**config.mk**
```make
export PLATFORM = sky130hd
export DESIGN_NAME = multicycle_control
export DESIGN_NICKNAME = d
export VERILOG_FILES = /design/src/rtl/multicycle_control_pkg.sv /design/src/rtl/multicycle_control_decode.sv /design/src/rtl/multicycle_control.sv
export SDC_FILE = /design/constraint.sdc
export NUM_CORES = 1
export LEC_CHECK = 0
export CAP_MARGIN = 15
export CORE_MARGIN = 3
export CORE_UTILIZATION = 40
export CTS_BUF_LIST = sky130_fd_sc_hd__clkbuf_4
export CTS_CLUSTER_DIAMETER = 30
export DETAILED_ROUTE_END_ITERATION = 8
export PLACE_DENSITY = 0.82
export SYNTH_ARGS = -nofsm -noshare
export SYNTH_HDL_FRONTEND = slang
export SYNTH_SLANG_ARGS = --single-unit
export TNS_END_PERCENT = 1
```
**constraint.sdc**
```tcl
create_clock -name clk -period 1.78 [get_ports clk]
set_clock_uncertainty 0.1 [all_clocks]
set_input_delay 0.445 -clock clk [delete_from_list [all_inputs] [get_ports clk]]
set_output_delay 0.445 -clock clk [all_outputs]
set_load 0.05 [all_outputs]
```
**src/rtl/multicycle_control_pkg.sv**
```systemverilog
// ----------------------------------------------------------------------------
// multicycle_control_pkg
// Shared definitions for the multi-cycle MIPS control unit:
//   - FSM state encodings (state_t)
//   - opcode constants for the supported instructions
//   - ALUOp / ALUSrcB / RegDst / PCSource field encodings
//   - ctrl_t: the packed control word handed from the decoder to the top
//   - dispatch(): DECODE-state opcode -> next state mapping
// Build option: MULTICYCLE_JAL_EN adds the jal instruction (state S_JAL).
// ----------------------------------------------------------------------------
package multicycle_control_pkg;

    typedef enum logic [3:0] {
        S_FETCH    = 4'd0,
        S_DECODE   = 4'd1,
        S_MEMADR   = 4'd2,
        S_MEMREAD  = 4'd3,
        S_MEMWB    = 4'd4,
        S_MEMWRITE = 4'd5,
        S_EXECUTE  = 4'd6,
        S_ALUWB    = 4'd7,
        S_BRANCH   = 4'd8,
        S_JUMP     = 4'd9,
        S_ADDIEXEC = 4'd10,
        S_ADDIWB   = 4'd11,
        S_JAL      = 4'd12
    } state_t;

    localparam logic [5:0] OP_R    = 6'b000000;
    localparam logic [5:0] OP_LW   = 6'b100011;
    localparam logic [5:0] OP_SW   = 6'b101011;
    localparam logic [5:0] OP_BEQ  = 6'b000100;
    localparam logic [5:0] OP_J    = 6'b000010;
    localparam logic [5:0] OP_ADDI = 6'b001000;
    localparam logic [5:0] OP_JAL  = 6'b000011;

    localparam logic [2:0] ALUOP_ADD   = 3'b000;
    localparam logic [2:0] ALUOP_SUB   = 3'b001;
    localparam logic [2:0] ALUOP_FUNCT = 3'b010;

    localparam logic [1:0] SRCB_B      = 2'b00;
    localparam logic [1:0] SRCB_FOUR   = 2'b01;
    localparam logic [1:0] SRCB_IMM    = 2'b10;
    localparam logic [1:0] SRCB_IMM_SH = 2'b11;

    localparam logic [1:0] REGDST_RT = 2'b00;
    localparam logic [1:0] REGDST_RD = 2'b01;
    localparam logic [1:0] REGDST_RA = 2'b10;

    localparam logic [1:0] PCSRC_ALU    = 2'b00;
    localparam logic [1:0] PCSRC_ALUOUT = 2'b01;
    localparam logic [1:0] PCSRC_JUMP   = 2'b10;

    typedef struct packed {
        logic       pc_write;
        logic       pc_write_cond;
        logic       iord;
        logic       mem_read;
        logic       mem_write;
        logic       ir_write;
        logic       mem_to_reg;
        logic [1:0] reg_dst;
        logic       reg_write;
        logic       alu_src_a;
        logic [1:0] alu_src_b;
        logic [2:0] alu_op;
        logic [1:0] pc_source;
        logic       illegal_op;
    } ctrl_t;

    localparam ctrl_t CTRL_IDLE = '0;

    // Next state out of DECODE. S_FETCH doubles as the "unsupported opcode"
    // answer, which the decoder uses to raise illegal_op.
    function automatic state_t dispatch(input logic [5:0] opcode);
        state_t nxt;
        case (opcode)
            OP_R:    nxt = S_EXECUTE;
            OP_LW:   nxt = S_MEMADR;
            OP_SW:   nxt = S_MEMADR;
            OP_BEQ:  nxt = S_BRANCH;
            OP_J:    nxt = S_JUMP;
            OP_ADDI: nxt = S_ADDIEXEC;
`ifdef MULTICYCLE_JAL_EN
            OP_JAL:  nxt = S_JAL;
`endif
            default: nxt = S_FETCH;
        endcase
        return nxt;
    endfunction

endpackage

```
**src/rtl/multicycle_control_decode.sv**
```systemverilog
// ----------------------------------------------------------------------------
// multicycle_control_decode
// Combinational state -> control word decoder. The word is the raw Moore
// output of each state; FETCH's IRWrite/PCWrite are emitted unconditionally
// here and qualified by mem_ready in the top.
// Ports:
//   state  in   current FSM state
//   op     in   IR opcode (only looked at in DECODE, for illegal_op)
//   ctrl   out  packed control word
// Build option: MULTICYCLE_JAL_EN decodes S_JAL; otherwise S_JAL falls into
// the undefined-state default (all zero).
// ----------------------------------------------------------------------------
module multicycle_control_decode
    import multicycle_control_pkg::*;
#(
    parameter int OP_W = 6
) (
    input  state_t          state,
    input  logic [OP_W-1:0] op,
    output ctrl_t           ctrl
);

    always_comb begin
        ctrl = CTRL_IDLE;
        case (state)
            S_FETCH: begin
                ctrl.mem_read  = 1'b1;
                ctrl.alu_src_b = SRCB_FOUR;
                ctrl.alu_op    = ALUOP_ADD;
                ctrl.pc_source = PCSRC_ALU;
                ctrl.ir_write  = 1'b1;
                ctrl.pc_write  = 1'b1;
            end
            S_DECODE: begin
                // Precompute the branch target into ALUOut.
                ctrl.alu_src_b  = SRCB_IMM_SH;
                ctrl.alu_op     = ALUOP_ADD;
                ctrl.illegal_op = (dispatch(op) == S_FETCH);
            end
            S_MEMADR: begin
                ctrl.alu_src_a = 1'b1;
                ctrl.alu_src_b = SRCB_IMM;
                ctrl.alu_op    = ALUOP_ADD;
            end
            S_MEMREAD: begin
                ctrl.iord     = 1'b1;
                ctrl.mem_read = 1'b1;
            end
            S_MEMWB: begin
                ctrl.reg_dst    = REGDST_RT;
                ctrl.mem_to_reg = 1'b1;
                ctrl.reg_write  = 1'b1;
            end
            S_MEMWRITE: begin
                ctrl.iord      = 1'b1;
                ctrl.mem_write = 1'b1;
            end
            S_EXECUTE: begin
                ctrl.alu_src_a = 1'b1;
                ctrl.alu_src_b = SRCB_B;
                ctrl.alu_op    = ALUOP_FUNCT;
            end
            S_ALUWB: begin
                ctrl.reg_dst   = REGDST_RD;
                ctrl.reg_write = 1'b1;
            end
            S_BRANCH: begin
                ctrl.alu_src_a     = 1'b1;
                ctrl.alu_src_b     = SRCB_B;
                ctrl.alu_op        = ALUOP_SUB;
                ctrl.pc_write_cond = 1'b1;
                ctrl.pc_source     = PCSRC_ALUOUT;
            end
            S_JUMP: begin
                ctrl.pc_write  = 1'b1;
                ctrl.pc_source = PCSRC_JUMP;
            end
            S_ADDIEXEC: begin
                ctrl.alu_src_a = 1'b1;
                ctrl.alu_src_b = SRCB_IMM;
                ctrl.alu_op    = ALUOP_ADD;
            end
            S_ADDIWB: begin
                ctrl.reg_dst   = REGDST_RT;
                ctrl.reg_write = 1'b1;
            end
`ifdef MULTICYCLE_JAL_EN
            S_JAL: begin
                // Datapath routes PC to the write data when RegDst selects $31.
                ctrl.reg_dst   = REGDST_RA;
                ctrl.pc_write  = 1'b1;
                ctrl.pc_source = PCSRC_JUMP;
                ctrl.reg_write = 1'b1;
            end
`endif
            default: ctrl = CTRL_IDLE;
        endcase
    end

endmodule

```
**src/rtl/multicycle_control.sv**
```systemverilog
// ----------------------------------------------------------------------------
// multicycle_control
// Moore FSM sequencing the multi-cycle MIPS datapath (shared ALU, unified
// memory, IR/MDR/A/B/ALUOut). Stalls in FETCH/MEMREAD/MEMWRITE until
// mem_ready.
// Ports:
//   clk, reset (sync, active-high)
//   op          in   IR[31:26], sampled in DECODE and MEMADR only
//   mem_ready   in   memory access completes this cycle
//   PCWrite, PCWriteCond, IorD, MemRead, MemWrite, IRWrite, MemtoReg,
//   RegDst[1:0], RegWrite, ALUSrcA, ALUSrcB[1:0], ALUOp[2:0], PCSource[1:0]
//               out  datapath controls
//   illegal_op  out  pulse in DECODE for an unsupported opcode
//   state_o     out  current state (debug)
// Build option: define MULTICYCLE_JAL_EN to support jal (op 000011).
// ----------------------------------------------------------------------------
module multicycle_control
    import multicycle_control_pkg::*;
#(
    parameter int OP_W = 6,
    parameter int ST_W = 4
) (
    input  logic            clk,
    input  logic            reset,
    input  logic [OP_W-1:0] op,
    input  logic            mem_ready,
    output logic            PCWrite,
    output logic            PCWriteCond,
    output logic            IorD,
    output logic            MemRead,
    output logic            MemWrite,
    output logic            IRWrite,
    output logic            MemtoReg,
    output logic [1:0]      RegDst,
    output logic            RegWrite,
    output logic            ALUSrcA,
    output logic [1:0]      ALUSrcB,
    output logic [2:0]      ALUOp,
    output logic [1:0]      PCSource,
    output logic            illegal_op,
    output logic [ST_W-1:0] state_o
);

    state_t state_reg;
    ctrl_t  ctrl_raw;
    ctrl_t  ctrl_out;

    always_ff @(posedge clk) begin
        if (reset) begin
            state_reg <= S_FETCH;
        end else begin
            case (state_reg)
                S_FETCH:    if (mem_ready) state_reg <= S_DECODE;
                S_DECODE:   state_reg <= dispatch(op);
                S_MEMADR: begin
                    if (op == OP_LW)      state_reg <= S_MEMREAD;
                    else if (op == OP_SW) state_reg <= S_MEMWRITE;
                    else                  state_reg <= S_FETCH;
                end
                S_MEMREAD:  if (mem_ready) state_reg <= S_MEMWB;
                S_MEMWB:    state_reg <= S_FETCH;
                S_MEMWRITE: if (mem_ready) state_reg <= S_FETCH;
                S_EXECUTE:  state_reg <= S_ALUWB;
                S_ALUWB:    state_reg <= S_FETCH;
                S_BRANCH:   state_reg <= S_FETCH;
                S_JUMP:     state_reg <= S_FETCH;
                S_ADDIEXEC: state_reg <= S_ADDIWB;
                S_ADDIWB:   state_reg <= S_FETCH;
`ifdef MULTICYCLE_JAL_EN
                S_JAL:      state_reg <= S_FETCH;
`endif
                default:    state_reg <= S_FETCH;
            endcase
        end
    end

    multicycle_control_decode #(
        .OP_W (OP_W)
    ) u_decode (
        .state (state_reg),
        .op    (op),
        .ctrl  (ctrl_raw)
    );

    // The instruction fetch only commits (IR load, PC+4) once memory answers.
    // Reset blanks everything combinationally so nothing writes in that cycle.
    always_comb begin
        ctrl_out = ctrl_raw;
        if (state_reg == S_FETCH && !mem_ready) begin
            ctrl_out.ir_write = 1'b0;
            ctrl_out.pc_write = 1'b0;
        end
        if (reset) begin
            ctrl_out = CTRL_IDLE;
        end
    end

    assign PCWrite     = ctrl_out.pc_write;
    assign PCWriteCond = ctrl_out.pc_write_cond;
    assign IorD        = ctrl_out.iord;
    assign MemRead     = ctrl_out.mem_read;
    assign MemWrite    = ctrl_out.mem_write;
    assign IRWrite     = ctrl_out.ir_write;
    assign MemtoReg    = ctrl_out.mem_to_reg;
    assign RegDst      = ctrl_out.reg_dst;
    assign RegWrite    = ctrl_out.reg_write;
    assign ALUSrcA     = ctrl_out.alu_src_a;
    assign ALUSrcB     = ctrl_out.alu_src_b;
    assign ALUOp       = ctrl_out.alu_op;
    assign PCSource    = ctrl_out.pc_source;
    assign illegal_op  = ctrl_out.illegal_op;
    assign state_o     = reset ? ST_W'(S_FETCH) : ST_W'(state_reg);

endmodule

```
==> metrics.txt, run 1 <==
initial core utilization ~44%; Root Driver clkbuf_4; Clock Tree Buf Depth 2; PostCTS Resize Cnt 40; Inserted Clock Buffers 3; Row Count 13; count leader, synth nor3_1; post-synthesis sequential area ratio 13.4%; status aborted with a tool error; hold_buf cts 0; Ports 32; Cells after Synth between 80 and 90; dominant synthesized flop cell dfxtp_1; IO buf count 29; last stage reached clock tree synthesis (4_1_cts); Avg Inst Size Synth 6.85 um2; pre-CTS setup slack -0.720 ns; chip height 44.6 um; Seq cells post-synth 4; # Post-CTS Setup Buffers 3; async set-or-reset flop fraction in the synthesized netlist 0%; dpl hpwl between 2000 and 2500 um; number of enable flip-flop cells after synthesis 0; RePlAce Congestion 0.959; top cell type by total area after synthesis dfxtp_1; H-tree depth 1; Synth Cell Area 596 um2; post-synth top area share approximately 13%; clock sink count 4; Synth cell types 38; top post-synthesis cells by count 10 x nor3_1, 8 x nand2_1, 8 x nor2_1; Die Span X 44.6 um; top post-synthesis cells by area dfxtp_1 13%, nor3_1 8.4%, buf_4 5.0%; Syn. warnings 0; stop err [ERROR DPL-0038] Utilization greater than 100%, impossible to legalize
-- stage by stage --
step / instance area, um2 / std cells / util, % / TNS (ns)
after detailed placement: 1320 / 150 / 97.5 / -11.89
after floorplan: 649 / 88 / - / -7.08
after global placement: 1320 / 150 / 97.5 / -9.39
-- logic make-up after synthesis --
| logic type | after synthesis | synth area share, % |
|---|---|---|
| compound gates | 17 | 20.8 |
| flops | 4 | 13.4 |
| mux | 1 | 1.68 |
| other cells | 1 | 0.630 |
| simple gates | 47 | 45.4 |
| buf+inv | 14 | 13.7 |
| xor+xnor | 3 | 4.41 |
==> run 2: changes to the inputs <==
--- a/config.mk
+++ b/config.mk
@@ -6,12 +6,10 @@
 export NUM_CORES = 1
 export LEC_CHECK = 0
 export CAP_MARGIN = 15
-export CORE_MARGIN = 3
-export CORE_UTILIZATION = 40
-export CTS_BUF_LIST = sky130_fd_sc_hd__clkbuf_4
-export CTS_CLUSTER_DIAMETER = 30
+export CORE_AREA = 3 3 64 66
 export DETAILED_ROUTE_END_ITERATION = 8
-export PLACE_DENSITY = 0.82
+export DIE_AREA = 0 0 67 69
+export PLACE_DENSITY_LB_ADDON = 0.15
 export SYNTH_ARGS = -nofsm -noshare
 export SYNTH_HDL_FRONTEND = slang
 export SYNTH_SLANG_ARGS = --single-unit
==> metrics.txt, run 2 <==
H-tree depth 1 (unchanged); remaining antenna violation count after routing 0; met1 global-route usage 11.2%; Vias 873; Fmax 0.509 GHz; CP required around 1.2 ns; global-route wire length before repair 3700 um; WL final ~2300 um; RePlAce Congestion 0.829 (-13%); DIE AREA roughly 4600 um2; dpl hpwl 1880 um (-21%); Area growth syn-to-layout 169%; top post-synthesis cells by area dfxtp_1 13%, nor3_1 8.4%, buf_4 5.0%; Crit Reg-Reg Startpoint state_reg[1]; diode count 0; DRC viols 0; minimum clock period 1.97 ns; commonest non-fill, non-tap cell in the layout buf_4; CP Launch Point reset; Inserted Clock Buffers 3 (unchanged); most frequent cells in the layout 38 x buf_4, 21 x buf_12, 6 x nand2_1, 6 x nor3_1; Synth cell types 38 (unchanged); Worst setup SP type input pin; critical path class in -> out; Cells after Synth 87 (unchanged); initial core utilization 16.4% (-28 points); post-route clock period utilization 110%; count leader, synth nor3_1; Cell Count, Final, Fillers Out 201; P_leak 0.686 nW; clock share of power 31.1%; Avg Inst Size Synth 6.85 um2 (unchanged); Worst Reg-to-Reg Cells 7; post-synth top area share 13.4% (unchanged); failing checks setup timing; min setup slack post-route -0.186 ns; Largest register FFs 4; WL per Instance 11.2 um; Peak VDD IR 0.000110 V; Seq cells post-synth 4 (unchanged); multi-input logic area 553 um2; CP endpoint kind output port; chip height 69 um (+55%); placed insts 190 (+27%); Switching Share 34.4%; clock-pin slew on the worst setup and hold paths 0.03 ns; crit path to illegal_op; dominant synthesized flop cell dfxtp_1; Reg power frac 15.8%; number of enable flip-flop cells after synthesis 0 (unchanged); Synth Cell Area 596 um2 (unchanged); Root Driver clkbuf_8; Psw about 0.21 mW; met2 GRT Util 18.3%; initial antenna violation count 0; Skew-Pair Late Insertion Delay 0.22 ns; top post-synthesis cells by count 10 x nor3_1, 8 x nand2_1, 8 x nor2_1; share of post-route cells with drive strength above 1 64.7%; hold crit path type reg -> reg; async set-or-reset flop fraction in the synthesized netlist 0% (unchanged); Final Hold Viols 0; largest net degree at the start of global routing 14; Gate power share between 50% and 60%; Total GRT Usage 10.1%; count of final max-slew check failures 0; filler cell count around 370; Max-Cap Viols 0; Final #Nets 164; grt ovf 0; register-to-register setup slack 0.06 ns; Cell Area, Placed 1410 um2 (+7.1%); design area 1600 um2; Ports 32 (unchanged); CTS tree done; Crit Path Max Fanout 5; count of final setup violators 17; Final Util 44.1%; vias per inst about 4.3; RSZ-0062 raised after global routing true; pwr/cell area 376 nW/um2; Row Count 22 (+9); Starting DRT DRC Count 8; vias in the first global route 847; status finished, violations left; Syn. warnings 0 (unchanged); Die Span X 67 um (+50%); busiest grt layer met2; Clock Tree Buf Depth 2 (unchanged); setup tns final -1.61 ns; IO buf count 29 (unchanged); Internal 0.395 mW; worst path arrival time approximately 1.4 ns; post-synthesis sequential area ratio 13.4% (unchanged); met3 usage under 10%; Power Total roughly 0.60 mW; storage element area 88.8 um2; drt pass-1 iters 4; FF-to-FF End state_reg[0]; clock sink count 4 (unchanged); core area 3630 um2; top cell type by total area after synthesis dfxtp_1
==> run 2: cell counts after synthesis <==
Identical to the previous run, type by type.
==> run 2: metrics by stage <==
step | hold slack (ns) | worst slack [ns]
after global placement | 0.660 | -0.616
after detailed placement | 0.653 | -0.649
after CTS | 0.504 | -0.270
final | 0.517 | -0.186
after global routing | 0.574 | -0.239
after floorplan | 0.570 | -0.658
==> run 2: area by class of cell <==
type | instances | area share (%)
Sequential cell | 4 | 5.54
Timing Repair Buffer | 73 | 52.9
Inverter | 3 | 0.703
Multi-Input combinational cell | 70 | 34.5
Tap cell | 48 | 3.75
Clock buffer | 3 | 2.58
==> run 2: worst max-delay path, cell delays in order <==
cell	delay, ns
buf_4	0.14
nor4_4	0.33
nand2_2	0.12
nor3b_4	0.22
buf_12	0.16
==> run 2: cells by family after synthesis <==
family / Yosys count / share of synthesized area [%]
xor+xnor: 3 / 4.41
mux: 1 / 1.68
simple gates: 47 / 45.4
flops: 4 / 13.4
other cells: 1 / 0.630
compound gates: 17 / 20.8
buf+inv: 14 / 13.7
==> run 2: worst min path at each step <==
| stage | start | to | slack (ns) | cells after the start |
|---|---|---|---|---|
| floorplan | reset | state_reg[3] | 0.57 | 3 |
| global placement | state_reg[2] | state_reg[3] | 0.66 | 3 |
| detailed placement | state_reg[2] | state_reg[3] | 0.65 | 3 |
| CTS | reset | state_reg[3] | 0.50 | 4 |
| global route | state_reg[2] | state_reg[3] | 0.57 | 3 |
| finish | state_reg[2] | state_reg[3] | 0.52 | 3 |
==> run 2: repair_timing <==
| item | in CTS | in global routing |
|---|---|---|
| pin swaps | 11 | 8 |
| hold buffers | 0 | 0 |
| endpoints found under the setup margin | 24 | 22 |
| hold endpoints to repair | 0 | 0 |
| gates cloned | 0 | 1 |
| buffers inserted | 5 | 2 |
| resized for setup | 29 | 21 |
==> run 2: power by group through the flow <==
stage	combinational (mW)	sequential [mW]	clock, mW
final	0.320	0.0950	0.187
after global routing	0.342	0.0962	0.204
after CTS	0.310	0.0958	0.191
after detailed placement	0.303	0.0983	0
after global placement	0.302	0.0983	0
after floorplan	0.152	0.0966	0
==> run 2: routing by layer <==
layer	wire length [um]	up-vias
met1	928	392
met3	116	4
li1	-	443
met4	36	0
met5	0	-
met2	1170	34
No activity file was read; power rests on OpenSTA's default activity.
